--- src/rtl/cmt_stream_engine.sv ---
// cmt_stream_engine: sub-MCU byte pump between tape byte streams and the 8251 CMT register block
// Optional feature: define CMT_TIMEOUT_EN to enable the acknowledge watchdog driving O_ERR.
// Ports: I_CLK clock, I_RST sync active-high reset; I_CMT_LOAD/I_CMT_SAVE 8251 mode bits;
//   I_nCMTRxRDY/I_nCMTTxRDY 8251 status levels; O_MCU_WR/O_MCU_RD strobes, O_MCU_DATA/I_MCU_DATA
//   8251 data; I_LOAD_DATA/I_LOAD_VALID/O_LOAD_READY upstream load stream;
//   O_SAVE_DATA/O_SAVE_VALID/I_SAVE_READY downstream save stream; O_BYTE_COUNT session byte
//   count; O_ERR sticky watchdog error.
module cmt_stream_engine #(
  parameter int STROBE_LEN     = 2,
  parameter int TIMEOUT_CYCLES = 64
) (
  input  logic        I_CLK,
  input  logic        I_RST,
  input  logic        I_CMT_LOAD,
  input  logic        I_CMT_SAVE,
  input  logic        I_nCMTRxRDY,
  input  logic        I_nCMTTxRDY,
  output logic        O_MCU_WR,
  output logic        O_MCU_RD,
  output logic [7:0]  O_MCU_DATA,
  input  logic [7:0]  I_MCU_DATA,
  input  logic [7:0]  I_LOAD_DATA,
  input  logic        I_LOAD_VALID,
  output logic        O_LOAD_READY,
  output logic [7:0]  O_SAVE_DATA,
  output logic        O_SAVE_VALID,
  input  logic        I_SAVE_READY,
  output logic [15:0] O_BYTE_COUNT,
  output logic        O_ERR
);
  typedef enum logic [3:0] {
    IDLE, L_STROBE, L_ACK, L_CONSUME, S_PRIME, S_PRIME_ACK, S_WAIT, S_STROBE, S_ACK, S_PUSH
  } state_t;
  state_t state, nxt;
  logic [3:0] stb_cnt;
  logic stb_st, stb_done, ld_fire, capture, push_done, load_done, timeout;
  // Strobe states last STROBE_LEN high cycles plus one low cycle, guaranteeing a gap between pulses.
  assign stb_st    = state inside {L_STROBE, S_PRIME, S_STROBE};
  assign stb_done  = stb_cnt == 4'(STROBE_LEN);
  assign ld_fire   = O_LOAD_READY & I_LOAD_VALID;
  assign capture   = state == S_ACK && nxt == S_PUSH;
  assign push_done = state == S_PUSH && I_SAVE_READY;
  assign load_done = state == L_CONSUME && I_CMT_LOAD && !I_nCMTRxRDY;
`ifdef CMT_TIMEOUT_EN
  localparam int WD_W = $clog2(TIMEOUT_CYCLES + 1);
  logic [WD_W-1:0] wd;
  logic ack_st, err;
  assign ack_st  = state inside {L_ACK, S_PRIME_ACK, S_ACK};
  assign timeout = ack_st && wd == WD_W'(TIMEOUT_CYCLES - 1);
  assign O_ERR   = err;
  always_ff @(posedge I_CLK) begin
    if (I_RST) begin
      wd  <= '0;
      err <= 1'b0;
    end else begin
      wd  <= (ack_st && nxt == state) ? wd + WD_W'(1) : '0;
      err <= timeout ? 1'b1 : (state == IDLE && !I_CMT_LOAD && !I_CMT_SAVE) ? 1'b0 : err;
    end
  end
`else
  assign timeout = 1'b0;
  assign O_ERR   = (TIMEOUT_CYCLES < 0);
`endif
  always_ff @(posedge I_CLK) begin
    if (I_RST) begin
      state        <= IDLE;
      stb_cnt      <= '0;
      O_MCU_DATA   <= '0;
      O_SAVE_DATA  <= '0;
      O_SAVE_VALID <= 1'b0;
      O_BYTE_COUNT <= '0;
    end else begin
      state        <= nxt;
      stb_cnt      <= (stb_st && !stb_done) ? stb_cnt + 4'd1 : 4'd0;
      O_MCU_DATA   <= ld_fire ? I_LOAD_DATA : O_MCU_DATA;
      O_SAVE_DATA  <= capture ? I_MCU_DATA : O_SAVE_DATA;
      O_SAVE_VALID <= capture ? 1'b1 : push_done ? 1'b0 : O_SAVE_VALID;
      O_BYTE_COUNT <= (state == IDLE && !I_CMT_LOAD && !I_CMT_SAVE) ? 16'd0
                    : O_BYTE_COUNT + 16'(load_done | push_done);
    end
  end
  // Wait states bail to IDLE when their mode bit drops; strobes and S_PUSH always run to completion.
  always_comb begin
    nxt = IDLE;
    case (state)
      IDLE:        nxt = ld_fire ? L_STROBE : I_CMT_SAVE ? S_PRIME : IDLE;
      L_STROBE:    nxt = stb_done ? L_ACK : L_STROBE;
      L_ACK:       nxt = !I_CMT_LOAD ? IDLE : I_nCMTRxRDY ? L_CONSUME : L_ACK;
      L_CONSUME:   nxt = (!I_CMT_LOAD || !I_nCMTRxRDY) ? IDLE : L_CONSUME;
      S_PRIME:     nxt = stb_done ? S_PRIME_ACK : S_PRIME;
      S_PRIME_ACK: nxt = !I_CMT_SAVE ? IDLE : I_nCMTTxRDY ? S_WAIT : S_PRIME_ACK;
      S_WAIT:      nxt = !I_CMT_SAVE ? IDLE : !I_nCMTTxRDY ? S_STROBE : S_WAIT;
      S_STROBE:    nxt = stb_done ? S_ACK : S_STROBE;
      S_ACK:       nxt = !I_CMT_SAVE ? IDLE : I_nCMTTxRDY ? S_PUSH : S_ACK;
      S_PUSH:      nxt = I_SAVE_READY ? S_WAIT : S_PUSH;
      default:     nxt = IDLE;
    endcase
    if (timeout) nxt = IDLE;
  end
  always_comb begin
    O_MCU_WR     = state == L_STROBE && !stb_done;
    O_MCU_RD     = (state == S_PRIME || state == S_STROBE) && !stb_done;
    O_LOAD_READY = state == IDLE && I_CMT_LOAD && !I_nCMTRxRDY && !I_RST;
  end
endmodule
--- config.mk ---
export PLATFORM = sky130hd
export DESIGN_NAME = cmt_stream_engine
export DESIGN_NICKNAME = d
export VERILOG_FILES = /design/src/rtl/cmt_stream_engine.sv
export SDC_FILE = /design/constraint.sdc
export NUM_CORES = 1
export LEC_CHECK = 0
export ABC_AREA = 0
export CAP_MARGIN = 20
export CORE_MARGIN = 4
export CORE_UTILIZATION = 25
export DETAILED_ROUTE_END_ITERATION = 6
export MAX_ROUTING_LAYER = met4
export SYNTH_ARGS = -nofsm -noshare
export SYNTH_HDL_FRONTEND = slang
export SYNTH_SLANG_ARGS = --single-unit
--- constraint.sdc ---
create_clock -name I_CLK -period 4.9 [get_ports I_CLK]
set_input_delay 0.735 -clock I_CLK [delete_from_list [all_inputs] [get_ports I_CLK]]
set_output_delay 0.735 -clock I_CLK [all_outputs]
set_load 0.02 [all_outputs]
==> out/metrics.cfg, run 1 <==
[placement]
port_buffers=59
dp_worst_setup_slack_ns=1.56
postPlaceCellArea_um2=2560
place.detailed.instances=360
place.detailed.hpwl_um=3420
finalWeightedCongestion=0.927

[global_routing]
vias_in_the_first_global_route=1685
grt_pass1_wl_um=7510
antenna_found_initial=0
top_usage_layer=met2
grt.met2_usage=0.175
grt_util_met3=0.0339
grt_util_met1=0.126
groute.usage.overall=0.107
overflow=0
grt_max_degree=24

[route]
drt_first_iter_violations=126
firstDrtPassIters=4
dr_total_vias=1691
drtAntennaViolNets=0
drt-wirelength-per-cell_um=12.6
drc=0
drt-vias-per-instance=4.60
wl_um=4640

[cts]
clk_latency_ns=0.29
ctsHoldBuffers=0
cts_setup_buffers=0
clk_pin_slew_worst_paths_ns=0.08
cts.sink_count=41
cts.htree.levels=2
clockRootBuffer=sky130_fd_sc_hd__clkbuf_8
cts_tree=done
cts_resized=0
cts_buffer_depth=2
cts_buffers=5

[die]
design.die.area_um2=9150
num_io_pins=61
number_of_core_rows=31
fp.dieW_um=95.7
core-area_um2=7370
fp.dieH_um=95.7
initial_utilization=0.261

[critical_path]
worst-endpoint-required_ns=4.16
critPathMaxFanout=23
sort_of_element_at_the_start_of_the_critical_path=input pin
timing.critical_path.arrival_ns=2.57
timing.rr.end=O_BYTE_COUNT[15]$_SDFF_PP0_
path_class=input pin to output port
critical_path.reg2reg.startpoint=state[3]$_SDFF_PP0_
reg_to_reg_setup_timing_slack_ns=2.44
timing.critical_path.to=O_LOAD_READY
setup.worst_path.end_class=output port
r2r_cells=8
worst_setup_path_startpoint=I_RST

[sta]
hold_viol=0
post-route-period-util=0.675
worst-slew-pin-transition_ns=0.846
rsz_0062_raised_after_global_routing=no
timing.final.max_slew_violations=0
final.hold.worst_slack_ns=0.459
fin_skew_ns=0.00979
max-slew-margin-rel=0.434
finalCriticalPeriod_ns=3.31
layout_setup_ws_ns=1.59
max_clock_freq_ghz=0.303
finalSetupViolCount=0
sum_of_negative_setup_slack_ns=0

[cells_and_area]
fraction_of_layout_cells_with_a_size_suffix_above_1=0.0483
design_area_um2=2700
finish.cell_count_without_fillers=368
postLayoutCoreUtil=0.366
num-nets-final=296
multi_input_comb_area_um2=1010
syn2layout_area_growth_pct=40.3
number_of_filler_instances_in_the_final_layout=763
diodes=0
register_area_um2=821

[power_and_ir_drop]
vdd_ir_drop_max_mv=0.0963
pwr_density_cell_nw_per_um2=267
clkPwrFrac=0.445
power.leakage_nw=1.10
sequential_group_share_of_total_power=0.475
cellInternalPower_uw=569
power.combinational.fraction=0.080
p_sw_frac=0.210
totalPowerFinal_uw=721
switchingPower_uw=151

[yosys]
postSynthCellCount=214
synth_cell_types=47
avgSynthCellArea_um2=8.98
synth.area.top_cells=sky130_fd_sc_hd__dfxtp_1 (43%), sky130_fd_sc_hd__mux2i_1 (8.9%), sky130_fd_sc_hd__nor2_1 (7.4%)
total_nets_after_synthesis=242
postSynth.asyncResetShare=0
syn_area_um2=1920
synth_sequential_area_ratio=0.427
yosys.cell_count.top_type=sky130_fd_sc_hd__dfxtp_1
yosysTopAreaCell=sky130_fd_sc_hd__dfxtp_1
number_of_warnings_issued_by_yosys=0
commonest_cells_in_the_synthesized_netlist=sky130_fd_sc_hd__dfxtp_1 (41), sky130_fd_sc_hd__nor2_1 (38), sky130_fd_sc_hd__mux2i_1 (17), sky130_fd_sc_hd__xor2_1 (12), sky130_fd_sc_hd__nand3_1 (10)
synth_enable_flop_cells=0
synth_flop_cell=sky130_fd_sc_hd__dfxtp_1
ff_latch_count_synth=41
yosysTopAreaCellShare=0.427

[job]
max-cap-violations=0

[hold_path]
holdCritPathClass=flip-flop to flip-flop

[status]
status=finished clean

[worst max-delay path, stage by stage]
cell                              delay, ns
sky130_fd_sc_hd__clkdlybuf4s50_1       0.84
sky130_fd_sc_hd__nor2_1                0.22
sky130_fd_sc_hd__and3_1                0.17
sky130_fd_sc_hd__clkdlybuf4s50_1       0.60
[per-layer routing]
layer	vias to the layer above	wire length (um)
met5	-	0
li1	851	-
met2	54	2150
met4	0	67
met1	779	2130
met3	7	291
[power groups by stage]
stage	Combinational, mW	Sequential [mW]	Clock (mW)
detailed placement	0.0580	0.350	0
global placement	0.0580	0.350	0
global route	0.0628	0.343	0.344
finish	0.0578	0.343	0.320
CTS	0.0581	0.342	0.332
floorplan	0.0292	0.348	0
[registers in the layout, indices dropped and copies added (netlist names)]
signal	flops
O_SAVE_DATA	8
stb_cnt	4
O_MCU_DATA	8
state	4
O_BYTE_COUNT	16
O_SAVE_VALID	1
[how the worst min path moves through the flow]
stage,depth (start not counted),slack (ns),to,startpoint
2_1_floorplan,1,0.43,stb_cnt[0]$_SDFF_PP0_,stb_cnt[0]$_SDFF_PP0_
3_3_place_gp,1,0.44,stb_cnt[0]$_SDFF_PP0_,stb_cnt[0]$_SDFF_PP0_
3_5_place_dp,2,0.45,O_SAVE_VALID$_SDFFE_PP0P_,O_SAVE_VALID$_SDFFE_PP0P_
4_1_cts,2,0.46,O_SAVE_VALID$_SDFFE_PP0P_,O_SAVE_VALID$_SDFFE_PP0P_
5_1_grt,1,0.49,stb_cnt[0]$_SDFF_PP0_,stb_cnt[0]$_SDFF_PP0_
6_report,2,0.46,O_SAVE_VALID$_SDFFE_PP0P_,O_SAVE_VALID$_SDFFE_PP0P_
[layout by cell type (no fill, tap or decap), types with 5 or more instances in the layout]
master                            Yosys  routed
sky130_fd_sc_hd__nand4_1              5       5
sky130_fd_sc_hd__a21oi_1              6       6
sky130_fd_sc_hd__and2_1               6       6
sky130_fd_sc_hd__clkdlybuf4s50_1      0      59
sky130_fd_sc_hd__o21ai_0              5       5
sky130_fd_sc_hd__mux2i_1             17      17
sky130_fd_sc_hd__nand3_1             10      10
sky130_fd_sc_hd__nand2_1              9       9
sky130_fd_sc_hd__dfxtp_1             41      41
sky130_fd_sc_hd__clkbuf_8             0       5
sky130_fd_sc_hd__nor2_1              38      38
sky130_fd_sc_hd__xor2_1              12      12
[cell type report]
type,count,share of cell area
Multi-Input combinational cell,157,0.375
Sequential cell,41,0.304
Timing Repair Buffer,59,0.219
Tap cell,99,0.0459
Clock buffer,5,0.0255
Clock inverter,3,0.0241
Inverter,4,0.00557
[kinds of logic (layout without fill, tap and decap cells)]
group | after synthesis | after routing | share of synthesized area
simple gates | 95 | 95 | 0.258
flops | 41 | 41 | 0.427
compound gates | 25 | 25 | 0.0840
mux | 17 | 17 | 0.0885
buf+inv | 16 | 71 | 0.0462
xor+xnor | 15 | 15 | 0.0684
fa+ha+maj | 4 | 4 | 0.0260
other cells | 1 | 1 | 0.00195
Note: power is estimated with default switching activity, not from simulation.
==> run 2, diff against run 1 <==
- clock period: 4.9 -> 2.76 ns (I/O delays scaled with it)
==> run 2 against run 1 <==
  * Flip-flop and latch count is the same
  * Largest cell class unchanged
  * Highest routed layer unchanged
  * Register-to-register slack got worse by 2.0 ns
  * Routed wire length is 1.2% lower
  * Critical path type is now flip-flop to output port
  * Worst setup slack got worse by 1.4 ns
==> out/metrics.cfg, run 2 (synthesized netlist as in run 1, its figures left out) <==
[cells_and_area]
diodes=0  ; unchanged
num-nets-final=302  ; +2.0%
largestRegisters=O_BYTE_COUNT (16), O_MCU_DATA (8), O_SAVE_DATA (8)
registers.top_by_ff_count=O_BYTE_COUNT
layout.cells.most_common=sky130_fd_sc_hd__clkdlybuf4s50_1
most_used_cells_in_the_layout_excluding_fill_and_tap_cells=sky130_fd_sc_hd__clkdlybuf4s50_1 (59), sky130_fd_sc_hd__dfxtp_1 (41), sky130_fd_sc_hd__nor2_1 (38)
fraction_of_layout_cells_with_a_size_suffix_above_1=0.0655  ; +0.0171
design_area_um2=2690  ; -0.23%
largest_register_ffs=16  ; unchanged
finish.cell_count_without_fillers=374  ; +1.6%
syn2layout_area_growth_pct=40.0
number_of_filler_instances_in_the_final_layout=768  ; +0.66%

[hold_path]
worstHoldPathCells=1  ; -1
holdCritPathClass=flip-flop to flip-flop

[critical_path]
logic_depth_of_the_worst_setup_path_including_buffers=3  ; -1
timing.critical_path.arrival_ns=2.13  ; -0.44 ns
path_class=flip-flop to output port
critical-path-top-delay-family=simple AND/OR/NAND/NOR gates
cp_cell_instances=nor4_2, and3_1, clkdlybuf4s50_1
worst-endpoint-required_ns=2.35  ; -1.81 ns
sort_of_element_at_the_start_of_the_critical_path=flip-flop
worst_path_max_delay_cell=sky130_fd_sc_hd__clkdlybuf4s50_1
total_buffers_and_inverters_traversed_by_the_critical_path=1  ; -1
setup.worst_path.end_class=output port
critPathMaxFanout=15  ; -35%
slowest_stage_delay_on_critical_path_ns=0.60  ; -0.24 ns
r2r_cells=8  ; unchanged

[die]
number_of_core_rows=31  ; unchanged
initial_utilization=0.261  ; unchanged
design.die.area_um2=9150  ; unchanged
fp.dieH_um=95.7  ; unchanged
core-area_um2=7370  ; unchanged
fp.dieW_um=95.7  ; unchanged
num_io_pins=61  ; unchanged

[sta]
final.hold.worst_slack_ns=0.462  ; +0.00313 ns
finalCriticalPeriod_ns=2.54
hold_viol=0  ; unchanged
max_clock_freq_ghz=0.393
finalSetupViolCount=0  ; unchanged
worst-slew-pin-transition_ns=0.536  ; -0.310 ns
post-route-period-util=0.921
sum_of_negative_setup_slack_ns=0  ; unchanged
max-slew-margin-rel=0.642  ; +0.208
timing.final.max_slew_violations=0  ; unchanged
fin_skew_ns=0.00688  ; -0.00291 ns
rsz_0062_raised_after_global_routing=no

[placement]
postPlaceCellArea_um2=2610  ; +1.8%
finalWeightedCongestion=0.928  ; +0.17%
place.detailed.hpwl_um=3400  ; -0.40%
port_buffers=59  ; unchanged
place.detailed.instances=366  ; +1.7%

[cts]
clockRootBuffer=sky130_fd_sc_hd__clkbuf_8
clk_latency_ns=0.28  ; about the same
cts.sink_count=41  ; unchanged
cts_buffer_depth=2  ; unchanged
cts_tree=done
ctsHoldBuffers=0  ; unchanged
clk_pin_slew_worst_paths_ns=0.08  ; about the same
cts_buffers=5  ; unchanged
cts.htree.levels=2  ; unchanged
cts_setup_buffers=0  ; unchanged
cts_resized=0  ; unchanged

[global_routing]
overflow=0  ; unchanged
grt_pass1_wl_um=7620  ; +1.5%
groute.usage.overall=0.109  ; +0.00133
grt_max_degree=18  ; -25%
vias_in_the_first_global_route=1655  ; -1.8%
antenna_found_initial=0  ; unchanged

[route]
wl_um=4580  ; -1.2%
drt_first_iter_violations=92  ; -27%
firstDrtPassIters=4  ; unchanged
drtAntennaViolNets=0  ; unchanged
drt-vias-per-instance=4.55  ; -0.91%
drt-wirelength-per-cell_um=12.3  ; -2.8%
drc=0  ; unchanged
dr_total_vias=1703  ; +0.71%

[power_and_ir_drop]
power.leakage_nw=1.10  ; +0.62%
totalPowerFinal_mw=1.09  ; +51%
vdd_ir_drop_max_mv=0.233  ; +140%
pwr_density_cell_nw_per_um2=404  ; +51%

[job]
max-cap-violations=0  ; unchanged

[status]
status=finished clean

run 2: cell count changes in the layout (fill, tap and decap cells not counted):
cell	before	now
sky130_fd_sc_hd__bufinv_16	2	0
sky130_fd_sc_hd__clkbuf_1	0	1
sky130_fd_sc_hd__buf_4	0	6
sky130_fd_sc_hd__clkinv_2	1	2
run 2: where the power goes:
group	switching, mW	internal [mW]
clock	0.198	0.175
combinational	0.0470	0.0568
sequential	0.0111	0.597
total	0.256	0.829
run 2: path summary, 6_finish.rpt:
kind / start / end / slack (ns)
min reg2reg: stb_cnt[0]$_SDFF_PP0_ / stb_cnt[0]$_SDFF_PP0_ / 0.46
max reg2reg: state[2]$_SDFF_PP0_ / O_BYTE_COUNT[15]$_SDFF_PP0_ / 0.49
max: state[0]$_SDFF_PP0_ / O_LOAD_READY / 0.22
min: stb_cnt[0]$_SDFF_PP0_ / stb_cnt[0]$_SDFF_PP0_ / 0.46
run 2: layout make-up:
class                   count  area, um^2  area share
inverters                   4        15.0     0.00558
clock buffers               6        72.6      0.0270
flip-flops and latches     41         821       0.305
multi-input cells         157        1010       0.376
well taps                  99         124      0.0460
clock inverters             2        10.0     0.00372
repair buffers             65         636       0.236
run 2: worst reg2reg max path: stages (launching register included):
cell and delay, ns:
sky130_fd_sc_hd__dfxtp_1 0.46, sky130_fd_sc_hd__nor2b_1 0.29, sky130_fd_sc_hd__nand4b_1 0.22, sky130_fd_sc_hd__o21ai_0 0.17, sky130_fd_sc_hd__ha_1 0.20, sky130_fd_sc_hd__and2_1 0.19
sky130_fd_sc_hd__nand2_4 0.06, sky130_fd_sc_hd__or4_1 0.47, sky130_fd_sc_hd__a21oi_1 0.14
run 2: metal layers:
layer / part of all wire / GRT usage / vias to the layer above
met5: 0 / - / -
met1: 0.44 / 0.132 / 779
met2: 0.49 / 0.170 / 56
li1: - / - / 861
met3: 0.066 / 0.0371 / 7
met4: 0.0087 / 0.0332 / 0
run 2: metrics by stage:
stage	setup slack (ns)	utilization
after global placement	0.244	0.354
after detailed placement	0.204	0.354
after CTS	0.220	0.365
after floorplan	0.695	-
after global routing	0.0848	0.365
final	0.218	0.365
==> run 3, diff against run 2 <==
- REMOVE_ABC_BUFFERS: unset -> 1
==> run 3 against run 2 <==
  * Sequential share of layout area down 0.38 points
  * Fmax increased by 2.5%
  * First-iteration DRC count is 16% lower
  * Largest power group unchanged
  * Sequential power hardly changed
  * Worst hold slack got worse by 0.0041 ns
==> out/metrics.cfg, run 3 (synthesized netlist as in run 1, its figures left out) <==
[die]
initial_utilization=0.261  ; unchanged
num_io_pins=61  ; unchanged
number_of_core_rows=31  ; unchanged
fp.dieW_um=95.7  ; unchanged
design.die.area_um2=9150  ; unchanged
fp.dieH_um=95.7  ; unchanged
core-area_um2=7370  ; unchanged

[sta]
rsz_0062_raised_after_global_routing=no
timing.final.max_slew_violations=0  ; unchanged
finalSetupViolCount=0  ; unchanged
max_clock_freq_ghz=0.403  ; +2.5%
fin_skew_ns=0.00391  ; -0.00297 ns
post-route-period-util=0.899  ; -0.0223
hold_viol=0  ; unchanged
sum_of_negative_setup_slack_ns=0  ; unchanged
finalCriticalPeriod_ns=2.48  ; -0.0614 ns

[power_and_ir_drop]
totalPowerFinal_mw=1.21  ; +12%
power.combinational.fraction=0.086  ; -0.010
pwr_density_cell_nw_per_um2=445  ; +10%
sequential_group_share_of_total_power=0.501  ; -0.059
clkPwrFrac=0.413  ; +0.069
switchingPower_uw=263  ; +2.6%
cellInternalPower_uw=948  ; +14%
p_sw_frac=0.217  ; -0.0190
power.leakage_nw=1.12  ; +1.3%
vdd_ir_drop_max_mv=0.233  ; about the same

[critical_path]
slowest_stage_delay_on_critical_path_ns=0.60  ; about the same
cp_cell_instances=nor4_2, and3_1, clkdlybuf4s50_1
sort_of_element_at_the_start_of_the_critical_path=flip-flop
timing.rr.end=O_BYTE_COUNT[15]$_SDFF_PP0_
critical-path-top-delay-family=simple AND/OR/NAND/NOR gates
worst_path_max_delay_cell=sky130_fd_sc_hd__clkdlybuf4s50_1
timing.critical_path.arrival_ns=2.07  ; -0.06 ns
r2r_cells=8  ; unchanged
critPathMaxFanout=13  ; -2
path_class=flip-flop to output port
critical_path.reg2reg.startpoint=state[1]$_SDFF_PP0_
total_buffers_and_inverters_traversed_by_the_critical_path=1  ; unchanged
reg_to_reg_setup_timing_slack_ns=0.54  ; +0.05 ns
setup.worst_path.end_class=output port
worst-endpoint-required_ns=2.35  ; about the same

[route]
drtAntennaViolNets=0  ; unchanged
drc=0  ; unchanged
wl_um=4550  ; -0.81%
dr_total_vias=1703  ; unchanged
firstDrtPassIters=4  ; unchanged
drt-wirelength-per-cell_um=12.2  ; -0.81%
drt-vias-per-instance=4.55  ; unchanged
drt_first_iter_violations=77  ; -16%

[status]
status=finished clean

[global_routing]
vias_in_the_first_global_route=1567  ; -5.3%
groute.usage.overall=0.106  ; -0.00206
antenna_found_initial=0  ; unchanged
overflow=0  ; unchanged
grt_pass1_wl_um=7330  ; -3.9%
grt_max_degree=22  ; +4

[hold_path]
worstHoldStart=O_SAVE_VALID$_SDFFE_PP0P_
holdCritPathClass=flip-flop to flip-flop
worstHoldPathCells=2  ; +1
hold_path_end=O_SAVE_VALID$_SDFFE_PP0P_

[cts]
clk_latency_ns=0.29  ; about the same
cts.htree.levels=2  ; unchanged
ctsHoldBuffers=0  ; unchanged
cts_buffers=5  ; unchanged
cts.sink_count=41  ; unchanged
clk_pin_slew_worst_paths_ns=0.08  ; about the same
clockRootBuffer=sky130_fd_sc_hd__clkbuf_8
cts_tree=done
cts_setup_buffers=0  ; unchanged
cts_buffer_depth=2  ; unchanged
cts_resized=0  ; unchanged

[placement]
postPlaceCellArea_um2=2610  ; unchanged
port_buffers=59  ; unchanged
place.detailed.hpwl_um=3400  ; about the same
finalWeightedCongestion=0.872  ; -6.1%

[cells_and_area]
registers.top_by_ff_count=O_BYTE_COUNT
most_used_cells_in_the_layout_excluding_fill_and_tap_cells=sky130_fd_sc_hd__clkdlybuf4s50_1 (59), sky130_fd_sc_hd__dfxtp_1 (41), sky130_fd_sc_hd__nor2_1 (38)
layout.cells.most_common=sky130_fd_sc_hd__clkdlybuf4s50_1
fraction_of_layout_cells_with_a_size_suffix_above_1=0.0655  ; unchanged
num-nets-final=302  ; unchanged
largest_register_ffs=16  ; unchanged
design_area_um2=2720  ; +1.3%
diodes=0  ; unchanged
largestRegisters=O_BYTE_COUNT (16), O_MCU_DATA (8), O_SAVE_DATA (8)
number_of_filler_instances_in_the_final_layout=793  ; +3.3%
syn2layout_area_growth_pct=41.7

[job]
max-cap-violations=0  ; unchanged

==> run 3: worst max path at each step <==
stage / from / to / slack [ns] / cells after the start
floorplan: state[3]$_SDFF_PP0_ / O_BYTE_COUNT[15]$_SDFF_PP0_ / 0.70 / 8
global placement: I_CMT_LOAD / O_BYTE_COUNT[15]$_SDFF_PP0_ / 0.24 / 9
detailed placement: I_CMT_LOAD / O_BYTE_COUNT[15]$_SDFF_PP0_ / 0.23 / 9
CTS: state[1]$_SDFF_PP0_ / O_LOAD_READY / 0.25 / 3
global route: stb_cnt[0]$_SDFF_PP0_ / O_MCU_RD / 0.16 / 5
finish: state[1]$_SDFF_PP0_ / O_LOAD_READY / 0.28 / 3
==> run 3: layer usage <==
| metal | global-route usage | wire length (um) | part of all wire | up-vias |
|---|---|---|---|---|
| met1 | 0.125 | 2070 | 0.46 | 784 |
| met3 | 0.0308 | 230 | 0.051 | 7 |
| met5 | - | 0 | 0 | - |
| met4 | 0.0450 | 76 | 0.017 | 0 |
| li1 | - | - | - | 865 |
| met2 | 0.169 | 2170 | 0.48 | 47 |
==> run 3: cell type report <==
class | count | area (um^2) | share of cell area
Sequential cell | 41 | 821 | 0.301
Multi-Input combinational cell | 157 | 1010 | 0.372
Clock inverter | 1 | 30.0 | 0.0110
Tap cell | 99 | 124 | 0.0455
Timing Repair Buffer | 65 | 636 | 0.233
Clock buffer | 7 | 86.3 | 0.0317
Inverter | 4 | 15.0 | 0.00551
==> run 3: through the flow <==
step                hold WS (ns)  std cells   util  worst slack (ns)
CTS                        0.468        374  0.370             0.252
finish                     0.458        374  0.370             0.280
floorplan                  0.430        202      -             0.699
detailed placement         0.453        366  0.354             0.232
global route               0.488        374  0.370             0.162
global placement           0.446        366  0.354             0.239
==> run 3: power by group through the flow <==
stage	combinational, mW	sequential (mW)	clock, mW
2_1_floorplan	0.0411	0.622	0
3_3_place_gp	0.105	0.621	0
3_5_place_dp	0.105	0.621	0
4_1_cts	0.105	0.607	0.520
5_1_grt	0.113	0.609	0.551
6_report	0.104	0.607	0.500
==> run 3: worst min-delay path, delay by kind of cell (launching register included) <==
family           cells  cell delay [ns]
AO/OA/AOI/OAI        1             0.05
flip-flops           1             0.31
AND/OR/NAND/NOR      1             0.05
